**src/rtl/fsm_pkg.sv**
```systemverilog
// Shared definitions for the soft-start ramp path.
// Holds the ramp FSM state encoding, the speed-level percentages decoded
// from the one-hot level requests, the duty width, and a helper that turns
// a percentage of the PWM period into a duty value.
package fsm_pkg;

   typedef enum logic [1:0] {
      IDLE      = 2'd0,
      RAMP_UP   = 2'd1,
      RAMP_DOWN = 2'd2,
      HOLD      = 2'd3
   } state_t;

   localparam int unsigned LVL30_PCT  = 30;
   localparam int unsigned LVL50_PCT  = 50;
   localparam int unsigned LVL100_PCT = 100;

   localparam int DUTY_W = 8;

   // Floor of period*pct/100, e.g. 30 % of 100 ticks is 30 duty units.
   function automatic logic [DUTY_W-1:0] pct_to_duty(input int unsigned period,
                                                      input int unsigned pct);
      return DUTY_W'((period * pct) / 32'd100);
   endfunction

endpackage

```
**src/rtl/ramp_pwm_driver_if.sv**
```systemverilog
// Bundle between the ramp FSM and the PWM driver.
//   en         drive enable (0 ramps the output down to 0)
//   lvl_30/50/100  one-hot speed-level requests, asynchronous to clk
//   pwm_out    PWM motor drive
//   duty       currently applied duty (0..PERIOD)
//   at_target  applied duty equals the decoded target
//   lvl_fault  sticky flag: more than one level request seen at once
// master: the ramp FSM side; slave: the PWM driver.
interface ramp_pwm_driver_if;

   logic                       en;
   logic                       lvl_30;
   logic                       lvl_50;
   logic                       lvl_100;
   logic                       pwm_out;
   logic [fsm_pkg::DUTY_W-1:0] duty;
   logic                       at_target;
   logic                       lvl_fault;

   modport master (
      output en, lvl_30, lvl_50, lvl_100,
      input  pwm_out, duty, at_target, lvl_fault
   );

   modport slave (
      input  en, lvl_30, lvl_50, lvl_100,
      output pwm_out, duty, at_target, lvl_fault
   );

endinterface

```
**src/rtl/sync_2ff.sv**
```systemverilog
// Two-flop synchroniser for a bus of independent single-bit signals.
//   clk    destination clock
//   reset  asynchronous, active-high reset (both stages clear to 0)
//   d      asynchronous inputs
//   q      inputs retimed into clk, two cycles later
module sync_2ff #(
   parameter int WIDTH = 1
) (
   input  logic             clk,
   input  logic             reset,
   input  logic [WIDTH-1:0] d,
   output logic [WIDTH-1:0] q
);

   logic [WIDTH-1:0] meta_q, meta_d;
   logic [WIDTH-1:0] sync_q, sync_d;

   always_comb begin
      meta_d = d;
      sync_d = meta_q;
   end

   always_ff @(posedge clk or posedge reset) begin
      if (reset) begin
         meta_q <= '0;
         sync_q <= '0;
      end else begin
         meta_q <= meta_d;
         sync_q <= sync_d;
      end
   end

   assign q = sync_q;

endmodule

```
**src/rtl/ramp_pwm_driver.sv**
```systemverilog
// Slew-limited PWM driver behind the soft-start ramp FSM.
// Decodes the one-hot level requests into a target duty, walks the applied
// duty toward it by SLEW_STEP every SLEW_PERIODS PWM periods, and drives a
// registered PWM output whose duty only changes at a period boundary.
//   clk    system clock
//   reset  asynchronous, active-high reset
//   bus    slave side of ramp_pwm_driver_if (level/enable in, PWM/status out)
module ramp_pwm_driver
   import fsm_pkg::*;
#(
   parameter int unsigned PERIOD       = 100,
   parameter int unsigned CLK_DIV      = 4,
   parameter int unsigned SLEW_STEP    = 5,
   parameter int unsigned SLEW_PERIODS = 2
) (
   input  logic               clk,
   input  logic               reset,
   ramp_pwm_driver_if.slave   bus
);

   localparam int DIV_W  = (CLK_DIV > 1) ? $clog2(CLK_DIV) : 1;
   localparam int SLEW_W = (SLEW_PERIODS > 1) ? $clog2(SLEW_PERIODS) : 1;
   localparam int WIDE_W = DUTY_W + 1;

   localparam logic [DIV_W-1:0]  DIV_LAST   = DIV_W'(CLK_DIV - 1);
   localparam logic [SLEW_W-1:0] SLEW_LAST  = SLEW_W'(SLEW_PERIODS - 1);
   localparam logic [DUTY_W-1:0] CNT_LAST   = DUTY_W'(PERIOD - 1);
   localparam logic [DUTY_W-1:0] DUTY_FULL  = pct_to_duty(PERIOD, LVL100_PCT);
   localparam logic [DUTY_W-1:0] DUTY_HALF  = pct_to_duty(PERIOD, LVL50_PCT);
   localparam logic [DUTY_W-1:0] DUTY_LOW   = pct_to_duty(PERIOD, LVL30_PCT);
   localparam logic [DUTY_W-1:0] STEP_N     = DUTY_W'(SLEW_STEP);
   localparam logic [WIDE_W-1:0] STEP_WIDE  = WIDE_W'(SLEW_STEP);

   logic [3:0]        sync_out;
   logic              en_s, l100_s, l50_s, l30_s;
   logic [DUTY_W-1:0] target;
   logic              multi_lvl;

   logic [DIV_W-1:0]  div_cnt_q, div_cnt_d;
   logic [DUTY_W-1:0] pwm_cnt_q, pwm_cnt_d;
   logic [SLEW_W-1:0] slew_cnt_q, slew_cnt_d;
   logic              tick, end_of_period, slew_evt, entering_ramp;

   state_t            state_q, state_d;
   logic [DUTY_W-1:0] duty_q, duty_d;
   logic              pwm_out_q, pwm_out_d;
   logic              at_target_q, at_target_d;
   logic              lvl_fault_q, lvl_fault_d;

   logic [WIDE_W-1:0] up_sum;
   logic [DUTY_W-1:0] up_next, down_raw, down_next;

   // Level requests come from a slow, unrelated domain; only the retimed
   // copies are ever looked at below.
   sync_2ff #(.WIDTH(4)) u_sync (
      .clk   (clk),
      .reset (reset),
      .d     ({bus.en, bus.lvl_100, bus.lvl_50, bus.lvl_30}),
      .q     (sync_out)
   );

   assign en_s   = sync_out[3];
   assign l100_s = sync_out[2];
   assign l50_s  = sync_out[1];
   assign l30_s  = sync_out[0];

   // Target decode: highest requested level wins, disable forces zero.
   always_comb begin
      target = '0;
      if (en_s) begin
         if (l100_s) begin
            target = DUTY_FULL;
         end else if (l50_s) begin
            target = DUTY_HALF;
         end else if (l30_s) begin
            target = DUTY_LOW;
         end
      end
      multi_lvl = (l100_s & l50_s) | (l100_s & l30_s) | (l50_s & l30_s);
   end

   // Free-running timebase: clock divider, PWM period counter and the
   // count of completed periods that paces slew updates. The slew count
   // restarts whenever a new ramp begins so the first step is a full
   // SLEW_PERIODS away.
   always_comb begin
      tick          = (div_cnt_q == DIV_LAST);
      div_cnt_d     = tick ? '0 : div_cnt_q + 1'b1;
      pwm_cnt_d     = pwm_cnt_q;
      if (tick) begin
         pwm_cnt_d = (pwm_cnt_q == CNT_LAST) ? '0 : pwm_cnt_q + 1'b1;
      end
      end_of_period = tick && (pwm_cnt_q == CNT_LAST);
      slew_evt      = end_of_period && (slew_cnt_q == SLEW_LAST);
      entering_ramp = (state_d != state_q) &&
                      ((state_d == RAMP_UP) || (state_d == RAMP_DOWN));
      slew_cnt_d    = slew_cnt_q;
      if (entering_ramp) begin
         slew_cnt_d = '0;
      end else if (end_of_period) begin
         slew_cnt_d = slew_evt ? '0 : slew_cnt_q + 1'b1;
      end
   end

   // Ramp FSM. Duty only moves on slew_evt, which is itself a period
   // boundary, so the PWM never sees a duty change mid-period. The upward
   // sum is one bit wider so a step near the top cannot wrap; the downward
   // step saturates at zero before clamping to the target.
   always_comb begin
      state_d = state_q;
      duty_d  = duty_q;

      up_sum  = {1'b0, duty_q} + STEP_WIDE;
      up_next = (up_sum > {1'b0, target}) ? target : up_sum[DUTY_W-1:0];

      down_raw  = ({1'b0, duty_q} < STEP_WIDE) ? '0 : duty_q - STEP_N;
      down_next = (down_raw < target) ? target : down_raw;

      case (state_q)
         IDLE: begin
            if (target != '0) begin
               state_d = RAMP_UP;
            end
         end
         RAMP_UP: begin
            if (target < duty_q) begin
               state_d = RAMP_DOWN;
            end else if (target == duty_q) begin
               state_d = HOLD;
            end else if (slew_evt) begin
               duty_d = up_next;
               if (up_next == target) begin
                  state_d = HOLD;
               end
            end
         end
         RAMP_DOWN: begin
            if (target > duty_q) begin
               state_d = RAMP_UP;
            end else if (target == duty_q) begin
               state_d = (target == '0) ? IDLE : HOLD;
            end else if (slew_evt) begin
               duty_d = down_next;
               if (down_next == target) begin
                  state_d = (target == '0) ? IDLE : HOLD;
               end
            end
         end
         HOLD: begin
            if (target > duty_q) begin
               state_d = RAMP_UP;
            end else if (target < duty_q) begin
               state_d = RAMP_DOWN;
            end else if (duty_q == '0) begin
               state_d = IDLE;
            end
         end
         default: begin
            state_d = IDLE;
         end
      endcase
   end

   // Registered outputs: PWM compare, target match and the sticky
   // multi-level fault.
   always_comb begin
      pwm_out_d   = (pwm_cnt_q < duty_q);
      at_target_d = (duty_q == target);
      lvl_fault_d = lvl_fault_q | multi_lvl;
   end

   // at_target resets high because zero duty matches the zero target that
   // reset implies.
   always_ff @(posedge clk or posedge reset) begin
      if (reset) begin
         div_cnt_q   <= '0;
         pwm_cnt_q   <= '0;
         slew_cnt_q  <= '0;
         state_q     <= IDLE;
         duty_q      <= '0;
         pwm_out_q   <= 1'b0;
         at_target_q <= 1'b1;
         lvl_fault_q <= 1'b0;
      end else begin
         div_cnt_q   <= div_cnt_d;
         pwm_cnt_q   <= pwm_cnt_d;
         slew_cnt_q  <= slew_cnt_d;
         state_q     <= state_d;
         duty_q      <= duty_d;
         pwm_out_q   <= pwm_out_d;
         at_target_q <= at_target_d;
         lvl_fault_q <= lvl_fault_d;
      end
   end

   assign bus.pwm_out   = pwm_out_q;
   assign bus.duty      = duty_q;
   assign bus.at_target = at_target_q;
   assign bus.lvl_fault = lvl_fault_q;

endmodule

```
**src/flat_wrapper.sv**
```systemverilog
// flat-port wrapper written by rule: the top's interface ports become plain ports
module ramp_pwm_driver_flat import fsm_pkg::*;
#(
   parameter int unsigned PERIOD       = 100,
   parameter int unsigned CLK_DIV      = 4,
   parameter int unsigned SLEW_STEP    = 5,
   parameter int unsigned SLEW_PERIODS = 2
)
  (clk, reset, bus_en, bus_lvl_30, bus_lvl_50, bus_lvl_100, bus_pwm_out, bus_duty, bus_at_target, bus_lvl_fault);
  ramp_pwm_driver_if bus_i ();
  input  logic clk;
  input  logic reset;
  input wire logic [$bits(bus_i.en)-1:0] bus_en;
  input wire logic [$bits(bus_i.lvl_30)-1:0] bus_lvl_30;
  input wire logic [$bits(bus_i.lvl_50)-1:0] bus_lvl_50;
  input wire logic [$bits(bus_i.lvl_100)-1:0] bus_lvl_100;
  output wire logic [$bits(bus_i.pwm_out)-1:0] bus_pwm_out;
  output wire logic [$bits(bus_i.duty)-1:0] bus_duty;
  output wire logic [$bits(bus_i.at_target)-1:0] bus_at_target;
  output wire logic [$bits(bus_i.lvl_fault)-1:0] bus_lvl_fault;
  assign bus_i.en = bus_en;
  assign bus_i.lvl_30 = bus_lvl_30;
  assign bus_i.lvl_50 = bus_lvl_50;
  assign bus_i.lvl_100 = bus_lvl_100;
  assign bus_pwm_out = bus_i.pwm_out;
  assign bus_duty = bus_i.duty;
  assign bus_at_target = bus_i.at_target;
  assign bus_lvl_fault = bus_i.lvl_fault;
  ramp_pwm_driver #(.PERIOD(PERIOD), .CLK_DIV(CLK_DIV), .SLEW_STEP(SLEW_STEP), .SLEW_PERIODS(SLEW_PERIODS)) u_core (.clk(clk), .reset(reset), .bus(bus_i));
endmodule
```
**config.mk**
```make
export PLATFORM = sky130hd
export DESIGN_NAME = ramp_pwm_driver_flat
export DESIGN_NICKNAME = d
export VERILOG_FILES = /design/src/rtl/fsm_pkg.sv /design/src/rtl/ramp_pwm_driver_if.sv /design/src/rtl/sync_2ff.sv /design/src/rtl/ramp_pwm_driver.sv /design/src/flat_wrapper.sv
export SDC_FILE = /design/constraint.sdc
export NUM_CORES = 1
export LEC_CHECK = 0
export CAP_MARGIN = 5
export CORE_ASPECT_RATIO = 0.8
export CORE_MARGIN = 4
export CORE_UTILIZATION = 40
export CTS_CLUSTER_DIAMETER = 150
export DETAILED_ROUTE_END_ITERATION = 10
export PLACE_DENSITY = 0.53
export SETUP_SLACK_MARGIN = 0.4
export SYNTH_ARGS = -nofsm -noshare
export SYNTH_HDL_FRONTEND = slang
export SYNTH_SLANG_ARGS = --single-unit
```
**constraint.sdc**
```tcl
create_clock -name clk -period 4 [get_ports clk]
set_input_delay 0.4 -clock clk [delete_from_list [all_inputs] [get_ports clk]]
set_output_delay 0.4 -clock clk [all_outputs]
set_load 0.01 [all_outputs]
```
==> impl_metrics.ini, run 1 <==
[worst_hold_path]
hold_end = u_core.u_sync.q[2]$_DFF_PP0_
min_from = u_core.u_sync.meta_q[2]$_DFF_PP0_
hp-class = reg2reg
hold_depth = 0

[synth]
syn_area_per_cell_um2 = 8.57
yosysSeqAreaShare = 0.279
ys_ff_latch = 32
yosysWarnings = 0
synth_top_family_by_area = compound AO/OA/AOI/OAI gates
synth-main-ff-cell = dfrtp_1
synthArstFlopShare = 1.00
syn-cell-area_um2 = 2870
synth_edf_count = 0
synth-compound-area-share = 0.225
syn_nets = 375
synth.area.mux_share = 0.0401
synth_xor_area_frac = 0.0519
synth_cells = 335
synth_fa_ha_area_frac = 0.151
yosys.area_share.simple = 0.202
ys_types = 60

[clock_network]
cts_root_buf = clkbuf_8
clock_path_buffers = 2
clkTransAtPathRegs_ns = 0.06
cts_buffers = 5
clk_latency_ns = 0.28
clock_sink_count = 32
cts_tree = done
htree_levels = 2

[finish]
regArea_um2 = 808
n_fill_cell = 671
mostFrequentLayoutCell = ha_1
drive_above_1_share = 0.155
multi_input_area_um2 = 1970
syn2layout_area_growth_pct = 17.7
final_nets = 406
utilization = 0.488
final_cell_mix = 33 x ha_1, 31 x nand2_1, 26 x dfrtp_1, 21 x buf_4
n_antenna_cell = 0

[power]
power-per-cell-area_nw_per_um2 = 892
switching_share = 0.508
seqPwrFrac = 0.179
clkPwrFrac = 0.083
p_leak_uw = 0.00147
p_int_uw = 1480
power_switching_uw = 1530
ir_drop_uv = 468
combPwrFrac = 0.739

[route]
top_layer = met4
vias = 2665
drt_iter0_drc = 131
first_pass_iters = 5
ant_nets = 0
viasPerCell = 5.87
drt_wl_total_um = 8200
met1_length_um = 4030
met2_length_um = 3310
wl_met3_um = 691
avgRoutedWirePerCell_um = 18.1
remaining_drc_errors = 0

[sta]
setup_viol = 0
layout_min_cycle_time_ns = 3.37
rsz0062_at_grt = true
period_share = 0.842
tightest_slew_ns = 0.743
fmax_ghz = 0.297
fin_ws_ns = 0.633
setup_tns_ns = 0
relSlewSlack = 0.501
final-max-slew-violation-count = 0
hold_viol_final = 0
fin_skew_ns = 0.00538

[setup_path]
worst_r2r_path_depth = 12
slowest_stage = dfrtp_2
cp.required_ns = 4.17
critPathLaunchType = flop
crit_chain = or3_1 -> o211ai_1 -> and2_1 -> ha_1 -> a21o_1 -> a21oi_2 -> nand4b_1 -> a32o_1 -> a31oi_2 -> o221ai_2 -> o31a_1 -> o21a_1
r2r-start = u_core.bus.duty[4]$_DFFE_PP0P_
reg2reg_setup_slack_ns = 0.63
startpoint = u_core.bus.duty[4]$_DFFE_PP0P_
critPathKind = reg2reg
r2r-end = u_core.slew_cnt_q$_DFFE_PP0P_
critical_path_arrival_ns = 3.54
critPathCaptureType = flop
path_max_fanout = 11
cpPeakStageDelay_ns = 0.50

[floorplan]
fp.dieArea_um2 = 8600
row_count = 27
die_w_um = 103
chipHeight_um = 83.8
pin_count = 17
core_um2 = 6930
start_util = 0.414

[grt]
grt_use_total = 0.199
antenna_found_initial = 0
grt_pass1_vias = 2492
grt_max_degree = 33
grt_pass1_wl_um = 13300
overflow = 0

[placement]
hpwl_um = 6250
pre_cts_slack_ns = 0.273
io_buffers = 16
place.gp.congestion = 0.972

[run_status]
status = finished, final reports clean

[run]
drv_cap = 0
[metrics by stage]
| stage | instances | hold slack [ns] | instance area (µm²) | power [µW] |
|---|---|---|---|---|
| after global placement | 438 | 0.334 | 3180 | 2610 |
| after global routing | 454 | 0.366 | 3380 | 3300 |
| final | 454 | 0.349 | 3380 | 3010 |
| after CTS | 446 | 0.351 | 3270 | 2860 |
| after floorplan | 335 | 0.331 | 2870 | 1960 |
| after detailed placement | 438 | 0.336 | 3180 | 2590 |
[how the worst max path moves through the flow]
stage	to	slack (ns)	cells past startpoint
after floorplan	u_core.slew_cnt_q$_DFFE_PP0P_	0.75	14
after global placement	u_core.slew_cnt_q$_DFFE_PP0P_	0.39	14
after detailed placement	u_core.slew_cnt_q$_DFFE_PP0P_	0.27	15
after CTS	u_core.slew_cnt_q$_DFFE_PP0P_	0.41	12
after global routing	u_core.slew_cnt_q$_DFFE_PP0P_	0.37	14
final	u_core.slew_cnt_q$_DFFE_PP0P_	0.63	12
[metal layers]
metal | vias up | global-route usage
met5 | - | 0
met4 | 0 | 0.0572
met3 | 13 | 0.0602
met2 | 97 | 0.264
met1 | 1261 | 0.304
li1 | 1294 | -
[critical path, delay by kind of cell, from the launching register on]
family | cells | cell delay, ns
adders and majority gates | 1 | 0.24
and+or+nand+nor | 3 | 0.74
DFF | 1 | 0.50
AOI/OAI and AO/OA | 8 | 1.77
[synth_stat cells, types with 6 or more instances]
library cell,instances,area share
ha_1,33,0.14
dfrtp_1,31,0.27
nand2_1,31,0.041
a21oi_1,19,0.033
inv_1,19,0.025
nor2_1,18,0.024
o21ai_0,16,0.028
xnor2_1,14,0.043
o21ai_1,13,0.023
nand3_1,10,0.017
a211oi_1,9,0.024
clkbuf_1,7,0.0092
mux2i_1,7,0.024
nor2b_1,7,0.015
a21o_1,6,0.016
nand4_1,6,0.013
o211ai_1,6,0.016
[flip-flops by register name (all words and copies together) (netlist names)]
register / cells
u_core.slew_cnt_q: 1
u_core.div_cnt_q: 2
u_core.bus.lvl_fault: 1
u_core.u_sync.meta_q: 4
u_core.pwm_cnt_q: 8
u_core.u_sync.q: 4
u_core.state_q: 2
u_core.bus.duty: 8
u_core.bus.pwm_out: 1
u_core.bus.at_target: 1
[power by group through the flow]
stage,logic [µW],clock network (µW),registers (µW)
final,2230,250,538
after global routing,2480,278,548
after CTS,2060,260,541
after detailed placement,2050,0,547
after global placement,2060,0,549
after floorplan,1490,0,466
[cells by family (layout without fill, tap and decap cells)]
kind of cell             Yosys count  count (layout)
AND/OR/NAND/NOR                  108             108
XOR/XNOR                          17              17
multiplexers                      11              11
flip-flops                        32              32
AO/OA/AOI/OAI                     98              98
buffers and inverters             35              67
adder cells (fa/ha/maj)           34              34
[repair_timing]
action	CTS	global route
endpoints found under the setup margin	3	9
gates cloned	0	0
pin swaps	0	2
hold buffers	0	0
resized for setup	2	15
buffers inserted	0	8
[final cells by class]
class / instances / share of cell area
well taps: 87 / 0.0322
multi-input cells: 268 / 0.583
inverters: 22 / 0.0244
repair buffers: 37 / 0.0941
flip-flops and latches: 32 / 0.239
clock buffers: 8 / 0.0267
No activity file was read; power rests on OpenSTA's default activity.
==> run 2: changes to the inputs <==
- PLACE_DENSITY: 0.53 -> 0.55
- clock period: 4 -> 2.95 ns (I/O delays scaled with it)
==> run 2 against run 1 <==
The run now ends with setup timing left. Hold slack is essentially flat. Clock power rose by 41%. Final cell count grew 17%. Critical endpoint unchanged.
==> impl_metrics.ini, run 2 (synthesized netlist as in run 1, its figures left out) <==
[grt]
grt_use_total = 0.221
antenna_found_initial = 0
grt_max_degree = 19
overflow = 0
grt_pass1_wl_um = 14700
grt_pass1_vias = 2799

[route]
drt_iter0_drc = 164
viasPerCell = 5.46
drt_wl_total_um = 9000
remaining_drc_errors = 0
avgRoutedWirePerCell_um = 16.9
ant_nets = 0
vias = 2908
first_pass_iters = 5

[setup_path]
startpoint = u_core.bus.duty[4]$_DFFE_PP0P_
critPathCaptureType = flop
cp.required_ns = 3.12
critPathBufInv = 1
crit_cells = 14
cp_top_family = compound AO/OA/AOI/OAI gates
r2r-start = u_core.bus.duty[4]$_DFFE_PP0P_
crit_end = u_core.slew_cnt_q$_DFFE_PP0P_
reg2reg_setup_slack_ns = -0.27
cpPeakStageDelay_ns = 0.54
crit_chain = or4_4 -> nor3_4 -> nor2_2 -> ha_1 -> nand2_1 -> nand2_2 -> o31ai_4 -> nand4b_1 -> a32o_2 -> a31oi_4 -> o311a_1 -> buf_4 -> a21oi_2 -> o21a_1
critPathLaunchType = flop
path_max_fanout = 4
slowest_stage = or4_4
critical_path_arrival_ns = 3.39
critPathKind = reg2reg
worst_r2r_path_depth = 14
r2r-end = u_core.slew_cnt_q$_DFFE_PP0P_

[placement]
io_buffers = 16
place_area_um2 = 3830
place.gp.congestion = 0.965
hpwl_um = 7190

[finish]
drive_above_1_share = 0.350
n_fill_cell = 608
final_cell_mix = 95 x buf_4, 32 x ha_1, 29 x dfrtp_1, 28 x nand2_1, 19 x inv_1
mostFrequentLayoutCell = buf_4
n_antenna_cell = 0
multi_input_area_um2 = 2100
regArea_um2 = 805
final_nets = 485
syn2layout_area_growth_pct = 43.5
final_cell_area_um2 = 4120

[sta]
fmax_ghz = 0.311
tightest_slew_ns = 0.600
setup_viol = 9
fin_ws_ns = -0.265
relSlewSlack = 0.600
hold_viol_final = 0
rsz0062_at_grt = true
layout_min_cycle_time_ns = 3.22
period_share = 1.09
hold_ws_ns = 0.349
final-max-slew-violation-count = 0
fin_skew_ns = 0.00445

[floorplan]
core_um2 = 6930
fp.dieArea_um2 = 8600
pin_count = 17
row_count = 27
start_util = 0.414
die_w_um = 103
chipHeight_um = 83.8

[clock_network]
cts_root_buf = clkbuf_8
htree_levels = 2
clock_path_buffers = 2
clock_sink_count = 32
cts_tree = done
cts_buffers = 5
ctsHoldBuffers = 0
clkTransAtPathRegs_ns = 0.07
clk_latency_ns = 0.28

[run]
drv_cap = 0

[run_status]
failed_checks = setup timing
status = finished, violations left

[worst_hold_path]
hp-class = reg2reg

[power]
p_leak_uw = 0.00188
ir_drop_uv = 445
power-per-cell-area_nw_per_um2 = 1300
run 2: cell count changes in the layout (fill, tap and decap cells not counted), moves of 4 or more:
cell	previous run	this run
a21oi_1	18	11
a21oi_2	1	6
buf_4	21	95
buf_6	0	4
o21ai_1	15	9
o21ai_2	1	6
run 2: power by group:
part	total [µW]	switching [µW]	internal, µW
clock network	352	161	190
logic	4380	2210	2170
registers	631	104	527
total	5360	2480	2890
run 2: stage by stage:
step                      cells  TNS [ns]  setup slack, ns  power (µW)   util
after floorplan             335    -0.264           -0.232        2820      -
after global placement      516    -0.769           -0.210        4250  0.553
after detailed placement    516     -1.07           -0.299        4290  0.553
after CTS                   529    -0.673           -0.274        4920  0.578
after global routing        533     -2.93           -0.412        5770  0.595
final                       533     -1.52           -0.265        5360  0.595
run 2: routing by layer:
| metal | global-route usage | vias up | routed length [µm] | share of wire |
|---|---|---|---|---|
| met5 | 0 | - | 0 | 0 |
| met4 | 0.0405 | 0 | 70 | 0.0078 |
| met3 | 0.0276 | 6 | 437 | 0.049 |
| met2 | 0.325 | 75 | 3860 | 0.43 |
| met1 | 0.344 | 1383 | 4630 | 0.51 |
| li1 | - | 1444 | - | - |
run 2: how the worst min path moves through the flow:
stage	start	to	slack, ns	cells past startpoint
2_1_floorplan	bus_lvl_30	u_core.u_sync.meta_q[0]$_DFF_PP0_	0.33	0
3_3_place_gp	u_core.u_sync.meta_q[1]$_DFF_PP0_	u_core.u_sync.q[1]$_DFF_PP0_	0.33	0
3_5_place_dp	u_core.u_sync.meta_q[1]$_DFF_PP0_	u_core.u_sync.q[1]$_DFF_PP0_	0.33	0
4_1_cts	u_core.u_sync.meta_q[1]$_DFF_PP0_	u_core.u_sync.q[1]$_DFF_PP0_	0.35	0
5_1_grt	u_core.u_sync.meta_q[0]$_DFF_PP0_	u_core.u_sync.q[0]$_DFF_PP0_	0.36	0
6_report	u_core.u_sync.meta_q[1]$_DFF_PP0_	u_core.u_sync.q[1]$_DFF_PP0_	0.35	0
run 2: repair_timing:
| item | in CTS | in global routing |
|---|---|---|
| endpoints found under the setup margin | 11 | 11 |
| pin swaps | 13 | 16 |
| gates resized for setup | 13 | 22 |
| gates cloned | 0 | 0 |
| buffers inserted | 5 | 4 |
| hold endpoints to repair | 0 | 0 |
run 2: cell type report:
| class | instances | share of cell area |
|---|---|---|
| multi-input cells | 268 | 0.509 |
| repair buffers | 116 | 0.227 |
| flip-flops and latches | 32 | 0.195 |
| well taps | 87 | 0.0264 |
| clock buffers | 8 | 0.0219 |
| inverters | 22 | 0.0207 |
==> run 3: changes to the inputs <==
--- a/config.mk
+++ b/config.mk
@@ -17,2 +17,3 @@
 export SYNTH_HDL_FRONTEND = slang
 export SYNTH_SLANG_ARGS = --single-unit
+export TNS_END_PERCENT = 30
==> constraint.sdc (replaced) <==
create_clock -name clk -period 2.95 [get_ports clk]
set_input_delay 0.295 -clock clk [delete_from_list [all_inputs] [get_ports clk]]
set_output_delay 0.295 -clock clk [all_outputs]
set_load 0.05 [all_outputs]
==> run 3 against run 2 <==
The flow still finishes with violations (setup timing). Register-to-register slack got worse by 0.03 ns. Worst setup slack worse by 0.032 ns. Global-route usage barely moved. Critical path type unchanged. Critical endpoint unchanged. Largest power group unchanged.
==> impl_metrics.ini, run 3 (synthesized netlist as in run 1, its figures left out) <==
[placement]
dp_cells = 511
place.gp.congestion = 0.983
io_buffers = 16
pre_cts_slack_ns = -0.324
hpwl_um = 7070

[route]
drt_iter0_drc = 177
remaining_drc_errors = 0
drt_wl_total_um = 9170
ant_nets = 0
avgRoutedWirePerCell_um = 17.3
vias = 2942
viasPerCell = 5.55
first_pass_iters = 5

[clock_network]
clk_latency_ns = 0.28
cts_buffers = 5
clock_sink_count = 32
cts_root_buf = clkbuf_8
ctsHoldBuffers = 0
clock_path_buffers = 2
clkTransAtPathRegs_ns = 0.07
cts_tree = done
htree_levels = 2

[floorplan]
chipHeight_um = 83.8
start_util = 0.414
die_w_um = 103
fp.dieArea_um2 = 8600
pin_count = 17
row_count = 27
core_um2 = 6930

[sta]
hold_viol_final = 0
tightest_slew_ns = 0.869
fmax_ghz = 0.308
setup_viol = 10
rsz0062_at_grt = true
final-max-slew-violation-count = 0
layout_min_cycle_time_ns = 3.25
period_share = 1.10
fin_skew_ns = 0.00412
hold_ws_ns = 0.350
fin_ws_ns = -0.298
relSlewSlack = 0.416

[finish]
final_nets = 482
utilization = 0.592
mostFrequentLayoutCell = buf_4
n_antenna_cell = 0
instances_no_fill = 530
syn2layout_area_growth_pct = 42.8
drive_above_1_share = 0.348
n_fill_cell = 604
final_cell_mix = 93 x buf_4, 32 x ha_1, 30 x nand2_1, 24 x dfrtp_1, 19 x inv_1

[power]
p_leak_uw = 0.00187
total_power_uw = 5530
ir_drop_uv = 725
power-per-cell-area_nw_per_um2 = 1350

[grt]
grt_pass1_vias = 2874
grtUsageMet2 = 0.300
grt_max_degree = 20
grt.met1_usage = 0.336
grt_use_total = 0.221
overflow = 0
grt_pass1_wl_um = 14900
busiest_layer = met1
antenna_found_initial = 0
use_met3 = 0.0693

[worst_hold_path]
hp-class = reg2reg

[setup_path]
cp_top_family = compound AO/OA/AOI/OAI gates
path_max_fanout = 4
critPathCaptureType = flop
critPathKind = reg2reg
cpPeakStageDelay_ns = 0.55
critical_path_arrival_ns = 3.42
cp.required_ns = 3.12
critPathBufInv = 0
crit_chain = or4_4 -> nor3_4 -> nor2_2 -> ha_1 -> nand2_1 -> nand2_2 -> o31ai_4 -> nand4b_1 -> a32o_2 -> a31oi_4 -> o221ai_2 -> o31a_1 -> o21a_1
critPathLaunchType = flop
slowest_stage = or4_4

[run]
drv_cap = 0

[run_status]
failed_checks = setup timing
status = finished, violations left
[run 3: cell types whose count changed in the layout (fill, tap and decap cells not counted), moves of 2 or more]
cell and delta:
or3_4 +2, nand2_2 -2, o21ai_1 +5, a211oi_1 +3
o21ai_0 -2, buf_4 -2, dfrtp_2 +5, a211oi_2 -3
o21ai_2 -3, or3_1 -2, dfrtp_1 -5, nand2_1 +2
a21oi_4 -2, a21oi_1 +2
[run 3: final timing paths]
kind / depth (start not counted) / startpoint / endpoint / slack (ns)
worst min register to register: 0 / u_core.u_sync.meta_q[2]$_DFF_PP0_ / u_core.u_sync.q[2]$_DFF_PP0_ / 0.35
max in group asynchronous: 3 / reset / u_core.bus.at_target$_DFF_PP1_ / 1.82
worst max-delay path: 13 / u_core.bus.duty[4]$_DFFE_PP0P_ / u_core.slew_cnt_q$_DFFE_PP0P_ / -0.30
worst max register to register: 13 / u_core.bus.duty[4]$_DFFE_PP0P_ / u_core.slew_cnt_q$_DFFE_PP0P_ / -0.30
worst min-delay path: 0 / u_core.u_sync.meta_q[2]$_DFF_PP0_ / u_core.u_sync.q[2]$_DFF_PP0_ / 0.35
min in group asynchronous: 2 / reset / u_core.u_sync.meta_q[0]$_DFF_PP0_ / 0.40
[run 3: what timing repair did]
item,4_1_cts,5_1_grt
pin swaps,23,5
endpoints found under the setup margin,11,11
setup buffers,9,1
gates resized for setup,25,13
gates cloned,1,0
[run 3: final cells by class]
| type | instances | area, µm² | share of cell area |
|---|---|---|---|
| Sequential cell | 32 | 811 | 0.198 |
| Multi-Input combinational cell | 268 | 2080 | 0.508 |
| Tap cell | 87 | 109 | 0.0266 |
| Inverter | 22 | 85.1 | 0.0208 |
| Timing Repair Buffer | 113 | 903 | 0.220 |
| Clock inverter | 2 | 35.0 | 0.00855 |
| Clock buffer | 6 | 72.6 | 0.0177 |
[run 3: stage by stage]
step,TNS [ns],instance area [µm²]
2_1_floorplan,-0.867,2920
3_3_place_gp,-1.48,3750
3_5_place_dp,-1.67,3750
4_1_cts,-1.23,4030
5_1_grt,-2.79,4100
6_report,-1.49,4100
[run 3: report_power, final]
part	total, µW	internal [µW]	leakage [µW]	switching, µW
registers	641	533	0.000377	107
logic	4480	2120	0.00144	2360
clock network	416	251	0.0000552	165
[run 3: per-layer routing]
layer / part of all wire / vias to the layer above / wire (µm)
li1: - / 1442 / -
met3: 0.071 / 16 / 655
met4: 0.018 / 0 / 161
met1: 0.49 / 1386 / 4510
met5: 0 / - / 0
met2: 0.42 / 98 / 3850
